<file path="config.mk">
export PLATFORM = sky130hd
export DESIGN_NAME = dco_loop_filter
export DESIGN_NICKNAME = d
export VERILOG_FILES = /design/src/rtl/dco_loop_filter.sv
export SDC_FILE = /design/constraint.sdc
export NUM_CORES = 1
export LEC_CHECK = 0
export ABC_AREA = 0
export BUFFER_PORTS_ARGS = -buffer_cell sky130_fd_sc_hd__buf_2
export CAP_MARGIN = 25
export CORE_MARGIN = 2
export CORE_UTILIZATION = 60
export CTS_BUF_LIST = sky130_fd_sc_hd__clkbuf_2 sky130_fd_sc_hd__clkbuf_4 sky130_fd_sc_hd__clkbuf_8
export DETAILED_ROUTE_END_ITERATION = 10
export GPL_TIMING_DRIVEN = 1
export PLACE_DENSITY_LB_ADDON = 0.08
export SETUP_SLACK_MARGIN = 0.05
export SYNTH_ARGS = -nofsm -noshare
export SYNTH_HDL_FRONTEND = slang
export SYNTH_SLANG_ARGS = --single-unit
</file>
<file path="constraint.sdc">
create_clock -name clk_i -period 6.6 [get_ports clk_i]
set_input_delay 1.32 -clock clk_i [delete_from_list [all_inputs] [get_ports clk_i]]
set_output_delay 1.32 -clock clk_i [all_outputs]
set_load 0.02 [all_outputs]
</file>
<file path="src/rtl/dco_loop_filter.sv">
// PI loop filter for the ADPLL: signed phase error in, unsigned DCO tuning word out.
// Optional macro DCO_LOOP_FILTER_GEAR_EN: boosted gains in ACQUIRE, integrator rescale on lock.
module dco_loop_filter #(
    parameter int                ERR_W       = 8,
    parameter int                WORD_W      = 16,
    parameter int                KP_SHIFT    = 2,
    parameter int                KI_SHIFT    = 6,
    parameter logic [WORD_W-1:0] CENTRE      = 16'h8000,
    parameter int                LOCK_THRESH = 4,
    parameter int                LOCK_COUNT  = 16
) (
    input  logic                    clk_i,
    input  logic                    reset_n_i,
    input  logic signed [ERR_W-1:0] error_i,
    input  logic                    error_valid_i,
    input  logic                    freeze_i,
    output logic [WORD_W-1:0]       tune_word_o,
    output logic                    tune_valid_o,
    output logic                    locked_o,
    output logic                    saturated_o
);
    localparam int INT_W = WORD_W + KI_SHIFT;
`ifdef DCO_LOOP_FILTER_GEAR_EN
    localparam int SUM_W = WORD_W + 3;
`else
    localparam int SUM_W = WORD_W + 2;
`endif
    localparam int CNT_W = $clog2(LOCK_COUNT + 1);
    localparam logic signed [INT_W:0] IMAX = {2'b00, {(INT_W-1){1'b1}}};
    localparam logic signed [INT_W:0] IMIN = -IMAX;
    localparam logic [ERR_W:0] TH1 = (ERR_W+1)'(LOCK_THRESH);
    localparam logic [ERR_W:0] TH2 = (ERR_W+1)'(2 * LOCK_THRESH);
    localparam logic [CNT_W-1:0] LCNT = CNT_W'(LOCK_COUNT);

    typedef enum logic [1:0] {ACQUIRE, TRACK, HOLD} state_t;

    logic signed [ERR_W-1:0] r_e;
    logic                    r_v;
    logic                    r_f;
    logic signed [INT_W-1:0] r_integ;
    logic [WORD_W-1:0]       r_word;
    logic                    r_tv;
    logic                    r_lock;
    logic                    r_hi;
    logic                    r_lo;
    logic [CNT_W-1:0]        r_cnt;
    state_t                  r_state;
    state_t                  r_ret;

    logic [ERR_W:0]          w_abs;
    logic                    w_upd;
    logic                    w_blk;
    logic signed [INT_W:0]   w_isum;
    logic signed [INT_W-1:0] w_integ;
    logic signed [INT_W-1:0] w_integ_q;
    logic signed [SUM_W-1:0] w_prop;
    logic signed [SUM_W-1:0] w_itm;
    logic signed [SUM_W-1:0] w_sum;
    logic [WORD_W-1:0]       w_word;
    logic                    w_hi;
    logic                    w_lo;
    logic [CNT_W-1:0]        w_cnt;
    state_t                  w_base;
    state_t                  w_base_n;
    state_t                  w_state_n;
    state_t                  w_ret_n;

    always_ff @(posedge clk_i or negedge reset_n_i) begin
        if (!reset_n_i) begin
            r_v <= 1'b0;
            r_e <= '0;
            r_f <= 1'b0;
        end else begin
            r_v <= error_valid_i;
            if (error_valid_i) begin
                r_e <= error_i;
                r_f <= freeze_i;
            end
        end
    end

    // Frozen samples skip the integrator and drop the proportional path.
    always_comb begin
        w_abs  = r_e[ERR_W-1] ? -{r_e[ERR_W-1], r_e} : {1'b0, r_e};
        w_upd  = r_v & ~r_f;
        w_base = (r_state == HOLD) ? r_ret : r_state;
        w_blk  = (r_hi & ~r_e[ERR_W-1]) | (r_lo & r_e[ERR_W-1]);
        w_isum = {r_integ[INT_W-1], r_integ}
               + {{(INT_W+1-ERR_W){r_e[ERR_W-1]}}, r_e};
        w_integ = r_integ;
        if (w_upd && !w_blk) begin
            if (w_isum > IMAX)
                w_integ = IMAX[INT_W-1:0];
            else if (w_isum < IMIN)
                w_integ = IMIN[INT_W-1:0];
            else
                w_integ = w_isum[INT_W-1:0];
        end
        w_prop = '0;
        if (!r_f)
            w_prop = {{(SUM_W-ERR_W-KP_SHIFT){r_e[ERR_W-1]}}, r_e,
                      {KP_SHIFT{1'b0}}};
        w_itm = {{(SUM_W-WORD_W){w_integ[INT_W-1]}},
                 w_integ[INT_W-1:KI_SHIFT]};
`ifdef DCO_LOOP_FILTER_GEAR_EN
        if (!r_f && w_base == ACQUIRE) begin
            w_prop = {{(SUM_W-ERR_W-KP_SHIFT-1){r_e[ERR_W-1]}}, r_e,
                      {(KP_SHIFT+1){1'b0}}};
            w_itm  = {{(SUM_W-WORD_W-2){w_integ[INT_W-1]}},
                      w_integ[INT_W-1:KI_SHIFT-2]};
        end
`endif
        w_sum  = {{(SUM_W-WORD_W){1'b0}}, CENTRE} + w_prop + w_itm;
        w_word = w_sum[WORD_W-1:0];
        w_hi   = 1'b0;
        w_lo   = 1'b0;
        if (w_sum[SUM_W-1]) begin
            w_word = '0;
            w_lo   = 1'b1;
        end else if (|w_sum[SUM_W-2:WORD_W]) begin
            w_word = '1;
            w_hi   = 1'b1;
        end
        w_cnt = r_cnt;
        if (w_upd) begin
            if (w_abs > TH1)
                w_cnt = '0;
            else if (r_cnt != LCNT)
                w_cnt = r_cnt + CNT_W'(1);
        end
    end

    always_comb begin
        w_base_n = w_base;
        if (w_upd) begin
            unique case (w_base)
                ACQUIRE: if (w_cnt == LCNT) w_base_n = TRACK;
                TRACK:   if (w_abs > TH2) w_base_n = ACQUIRE;
                default: w_base_n = ACQUIRE;
            endcase
        end
        w_state_n = freeze_i ? HOLD : w_base_n;
        w_ret_n   = freeze_i ? w_base_n : r_ret;
        w_integ_q = w_integ;
`ifdef DCO_LOOP_FILTER_GEAR_EN
        if (w_base == ACQUIRE && w_base_n == TRACK)
            w_integ_q = w_integ >>> 2;
`endif
    end

    always_ff @(posedge clk_i or negedge reset_n_i) begin
        if (!reset_n_i) begin
            r_state <= ACQUIRE;
            r_ret   <= ACQUIRE;
        end else begin
            r_state <= w_state_n;
            r_ret   <= w_ret_n;
        end
    end

    always_ff @(posedge clk_i or negedge reset_n_i) begin
        if (!reset_n_i) begin
            r_integ <= '0;
            r_word  <= CENTRE;
            r_tv    <= 1'b0;
            r_lock  <= 1'b0;
            r_hi    <= 1'b0;
            r_lo    <= 1'b0;
            r_cnt   <= '0;
        end else begin
            r_integ <= w_integ_q;
            r_cnt   <= w_cnt;
            r_tv    <= r_v;
            r_lock  <= (w_base_n == TRACK);
            if (r_v) begin
                r_word <= w_word;
                r_hi   <= w_hi;
                r_lo   <= w_lo;
            end
        end
    end

    assign tune_word_o  = r_word;
    assign tune_valid_o = r_tv;
    assign locked_o     = r_lock;
    assign saturated_o  = r_hi | r_lo;
endmodule

</file>
; After elaboration in Yosys (flattened, before gate mapping)
; Cells that the tools add are included.
[op_classes]
bitwise_logic = 7
addsub = 5
n_lt_le_gt_ge = 4
mux = 19
reduce_logical = 3
n_eq_ne = 5
[ops]
columns = cell, count
row1 = 2-to-1 mux 22 bit, 3
row2 = 2-to-1 mux 16 bit, 2
row3 = adder 22 x 8 -> 23 bit, 1
row4 = greater-than comparator 23 x 22 -> 1 bit (second input constant), 1
row5 = less-than comparator 23 x 22 -> 1 bit (second input constant), 1
row6 = adder 16 x 18 -> 18 bit (first input constant), 1
row7 = adder 18 bit, 1
row8 = 2-to-1 mux 18 bit, 1
row9 = 2-to-1 mux 5 bit, 3
row10 = 2-to-1 mux 2 bit, 5
row11 = greater-than comparator 9 x 3 -> 1 bit (second input constant), 1
row12 = greater-than comparator 9 x 4 -> 1 bit (second input constant), 1
row13 = 2-to-1 mux 9 bit, 1
row14 = negation 9 bit, 1
row15 = adder 5 x 1 -> 5 bit (second input constant), 1
row16 = == test 5 bit (second input constant), 1
row17 = inequality test 5 bit (second input constant), 1
row18 = == test 2 x 1 -> 1 bit (second input constant), 2
row19 = case mux 2 bit (2 select lines), 1
row20 = bitwise AND 1 bit, 3
row21 = 2-to-1 mux 1 bit, 3
row22 = == test 2 bit (second input constant), 1
row23 = logical NOT 2 bit, 1
row24 = inverter 1 bit, 2
row25 = other kinds (3), 4
[totals]
word_cells = 56
register_bits = 61

; Longest topological paths before layout
[depth]
ltp_word = 10
depth_mapped = 24

; Worst setup path before layout
; Ideal clock, no wire load.
[synth_path]
kind = reg-to-reg
from = register r_e[0]
to = register r_word[2] (netlist: tune_word_o[2])
required_ps = 6468
synth_period_minus_slack_ps = 5673
setup_slack_ps = 927
t_arrival_ps = 5542
path_stages_with_launch = 25
cell_sequence = dfrtp_1 ha_1 fa_1 a21o_2 a221oi_4 xnor2_1 or4_1 a211oi_2 nand4_1 o41ai_2 nand3_2 buf_6 o211a_1 ha_1 ha_1 fa_1 a21oi_1 o211ai_1 nand3_1 a31oi_1 mux2i_1 nand2_1 nand2_1 clkbuf_1 o2bb2ai_1
[synth_between]
elab_chain_len = 8
[synth_rtl]
columns = element, line
row1 = "start, declared", 37  ; logic signed [ERR_W-1:0] r_e;
row2 = "start signal, assigned", 76  ; r_e <= error_i;
row3 = adder 22 x 8 -> 23 bit *, 89  ; + {{(INT_W+1-ERR_W){r_e[ERR_W-1]}}, r_e};
row4 = less-than comparator 23 x 22 -> 1 bit, 94  ; else if (w_isum < IMIN)
row5 = 2-to-1 mux 22 bit, 94
row6 = 2-to-1 mux 22 bit *, 92  ; if (w_isum > IMAX)
row7 = 2-to-1 mux 22 bit *, 91  ; if (w_upd && !w_blk) begin
row8 = named net w_integ[9], 54  ; logic signed [INT_W-1:0] w_integ;
row9 = adder 18 bit *, 113  ; w_sum = {{(SUM_W-WORD_W){1'b0}}, CENTRE} + w_prop + w_itm;
row10 = 2-to-1 mux 16 bit, 120  ; end else if (|w_sum[SUM_W-2:WORD_W]) begin
row11 = 2-to-1 mux 16 bit *, 117  ; if (w_sum[SUM_W-1]) begin
row12 = "end signal, assigned", 176  ; r_word <= w_word;
row13 = "end, declared", 41  ; logic [WORD_W-1:0] r_word;
; The timed path passes the listed nets; every way through them passes the cells marked *.
; A chain may end at the register's enable or synchronous reset.

; Worst setup path after layout
[layout_path]
from = register r_e[0]
to = register r_word[12] (netlist: tune_word_o[12])
; Same word-level chain as after synthesis.

==> results by group <==
Synth
  • Post-synthesis async set-or-reset flop share: 100%
  • Seq cells post-synth: 61
  • Post-synthesis sequential area ratio: 31.2%
  • Ys Warns: 0
  • Net Count, Synth: 600
  • Post-synth cell types: 72
  • Main synth FF type: dfrtp_1
  • Post-Syn Area: 0.00490 mm²
  • Cells after synthesis: 533
  • Post-synth EDFFs: 0
  • Average cell area after synthesis: 9.19 µm²

Worst setup path
  • Worst r2r dst: tune_word_o[12]
  • Crit start category: register
  • Arrival time worst endpoint: 6.43 ns
  • CP Max Fanout: 14
  • RR Startpoint: r_e[0]
  • R2r worst-path depth: 23
  • CP Data Required Time: 6.82 ns
  • Capture point of the worst path: tune_word_o[12]
  • R2R Setup Slk: 0.39 ns
  • Critical Path Start: r_e[0]
  • Worst setup path class: register to register
  • Critical Path End Type: register

Detailed routing
  • Antenna Violating Nets Remaining: 0
  • Routed len/inst: 16.9 µm
  • Vias/cell: 6.16
  • DRT Pass-1 Iters: 5
  • DR DRC count: 0
  • Total number of vias: 4152
  • Total wire length: 11400 µm
  • Initial drt markers: 209

Die
  • Die width: 94.4 µm
  • Core area: 0.00781 mm²
  • Die span in y: 94.4 µm
  • Die Footprint: 0.00890 mm²
  • Initial Utilization: 62.8%
  • Row count: 32
  • I/O pins: 31

Power and ir drop
  • Leak: 2.42 nW
  • PwrDens: 570 mW/mm²
  • Peak VDD IR: 293 µV

Finish
  • # fillers: 628
  • Area grow syn2layout: 9.81%
  • Layout cells sized above 1: 18.0%
  • # diodes: 0
  • Final #Nets: 634

Run status
  • Status: finished, final reports clean

Global route
  • Largest net degree at the start of global routing: 62
  • Grt ovf: 0
  • Vias in the first global route: 3927
  • First-pass GRT wire length: 18800 µm
  • Overall routing resource usage: 26.8%
  • Antenna violations before repair: 0

Clock tree
  • Root Buffer: clkbuf_8
  • Clock slew at reported path FFs: 0.07 ns
  • Num CTS Buffers: 9
  • H-tree Lvls: 3
  • Clk sinks: 61
  • Max Buffers Root-to-Sink: 2
  • CTS tree: yes
  • Clk Latency, worst-skew pair: 0.34 ns

Worst hold path
  • Worst Hold Class: register to register

Timing
  • Tmin final: 6.21 ns
  • Final TNS setup: 0 ns
  • Tcrit/Tclk final: 94.1%
  • Final hold vios: 0
  • Slew Limit Fails: 0
  • Endpoints failing setup: 0
  • RSZ-0062 raised after global routing: no
  • Worst clock skew: 0.00999 ns
  • Worst setup margin: 0.390 ns
  • Slew HR: 48.4%
  • Max Clk Rate: 0.161 GHz
  • Worst Tran Pin Value: 0.768 ns

Placed design
  • Post-placement worst setup slack: 0.295 ns
  • Final HPWL from detailed placement: 8830 µm
  • Buffers on Ports: 30
  • Placer Congestion: 0.935

Flow run
  • Max_cap viols: 0
-- cell usage after synthesis (all sizes together) (9+ instances only) --
cell type	n	area share, %
ha	53	14
a21oi	36	3.7
xor2	11	2.0
nor2	58	4.4
o221a	13	3.7
o21ai	23	2.3
nand3	9	1.0
clkbuf	15	1.4
inv	20	1.5
xnor2	16	2.9
o211ai	9	1.5
dfrtp	60	31
o2bb2ai	17	3.0
nor3	15	1.5
nand2	41	3.1
-- where the power goes --
| group | leakage (nW) | total, mW | internal [mW] | switching, mW |
|---|---|---|---|---|
| registers | 0.730 | 0.605 | 0.509 | 0.0959 |
| clock network | 0.0957 | 0.324 | 0.178 | 0.147 |
| logic | 1.59 | 2.14 | 0.887 | 1.25 |
| total | 2.42 | 3.07 | 1.57 | 1.49 |
-- metrics by stage --
stage	hold WS [ns]	instance area, µm²	utilization [%]	instances	power, mW
final	0.481	5380	68.9	674	3.07
after global routing	0.503	5380	68.9	674	3.32
after CTS	0.484	5330	68.3	670	3.02
after detailed placement	0.467	5140	65.8	654	2.67
after global placement	0.466	5140	65.8	654	2.64
after floorplan	0.472	4900	-	533	2.21
-- critical path: stages, from the launching register on --
cell	delay, ns
dfrtp_1	0.48
ha_1	0.29
fa_1	0.43
a21o_2	0.24
a22oi_1	0.21
o21a_1	0.27
o211ai_1	0.15
a2111oi_0	0.46
o2111ai_1	0.24
o41ai_4	0.46
nand3_4	0.21
o211a_1	0.24
ha_1	0.30
ha_1	0.23
fa_1	0.41
a21oi_1	0.26
o211ai_1	0.17
nand3_1	0.14
a31oi_1	0.15
mux2i_1	0.22
nand2_1	0.11
nand2_1	0.13
buf_4	0.19
o2bb2ai_1	0.10
-- per-layer routing --
| layer | up-vias | track usage, % | routed length (µm) |
|---|---|---|---|
| met2 | 81 | 42.3 | 5380 |
| met3 | 15 | 4.39 | 399 |
| li1 | 2067 | - | - |
| met1 | 1989 | 38.4 | 5480 |
| met4 | 0 | 7.37 | 138 |
| met5 | - | 0 | 0 |
-- registers in the layout, summed over array words and instances (netlist names) --
register / flops
r_e: 8
r_state: 2
tune_valid_o: 1
r_hi: 1
r_lo: 1
r_f: 1
r_ret: 2
r_integ: 22
tune_word_o: 16
r_cnt: 5
r_v: 1
locked_o: 1
-- how the worst min path moves through the flow --
stage	from	endpoint	slack, ns	cells past startpoint
6_report	tune_word_o[15]	tune_word_o[15]	0.48	1
2_1_floorplan	r_v	tune_valid_o	0.47	0
3_3_place_gp	tune_word_o[8]	tune_word_o[8]	0.47	1
3_5_place_dp	tune_word_o[15]	tune_word_o[15]	0.47	1
4_1_cts	tune_word_o[15]	tune_word_o[15]	0.48	1
5_1_grt	tune_word_o[15]	tune_word_o[15]	0.50	1
-- cells in the final DEF (no fill, tap or decap), drive strengths merged, types with 4 or more instances in the layout --
master,instances
a21o,8
o211ai,9
clkinv,4
inv,20
nor3,15
a31oi,8
and3,6
buf,41
a21oi,36
mux2i,5
o211a,7
nand2b,7
a31o,4
mux2,8
nand3,9
o21a,8
xnor2,16
o21ai,23
nand2,41
xor2,11
nor3b,4
or2,4
clkbuf,10
and2,4
nand4,5
o221a,13
o2bb2ai,17
o22ai,5
dfrtp,60
nor2b,7
ha,53
nor2,58
-- cell families (layout without fill, tap and decap cells) --
kind of cell    count (synthesis)  count (layout)  synth area share (%)
flops                          61              61                  31.2
compound gates                169             169                  26.8
mux                            13              13                  2.86
buf+inv                        39              78                  3.52
fa+ha+maj                      55              55                  14.4
xor+xnor                       27              27                  4.83
simple gates                  169             169                  16.4
-- timing repair --
item	in CTS	in global routing
setup buffers	0	4
endpoints found under the hold margin	0	0
resized for setup	0	2
setup endpoints to repair	0	17
hold buffers	0	0
-- layout make-up --
cell class	count	area, µm²	area share [%]
clock inverter	6	63.8	1.19
timing repair buffer	41	233	4.33
clock buffer	10	131	2.44
multi-input combinational	433	3220	59.8
sequential	61	1530	28.4
inverter	21	78.8	1.47
tap	102	128	2.37
No activity file was read; power rests on OpenSTA's default activity.
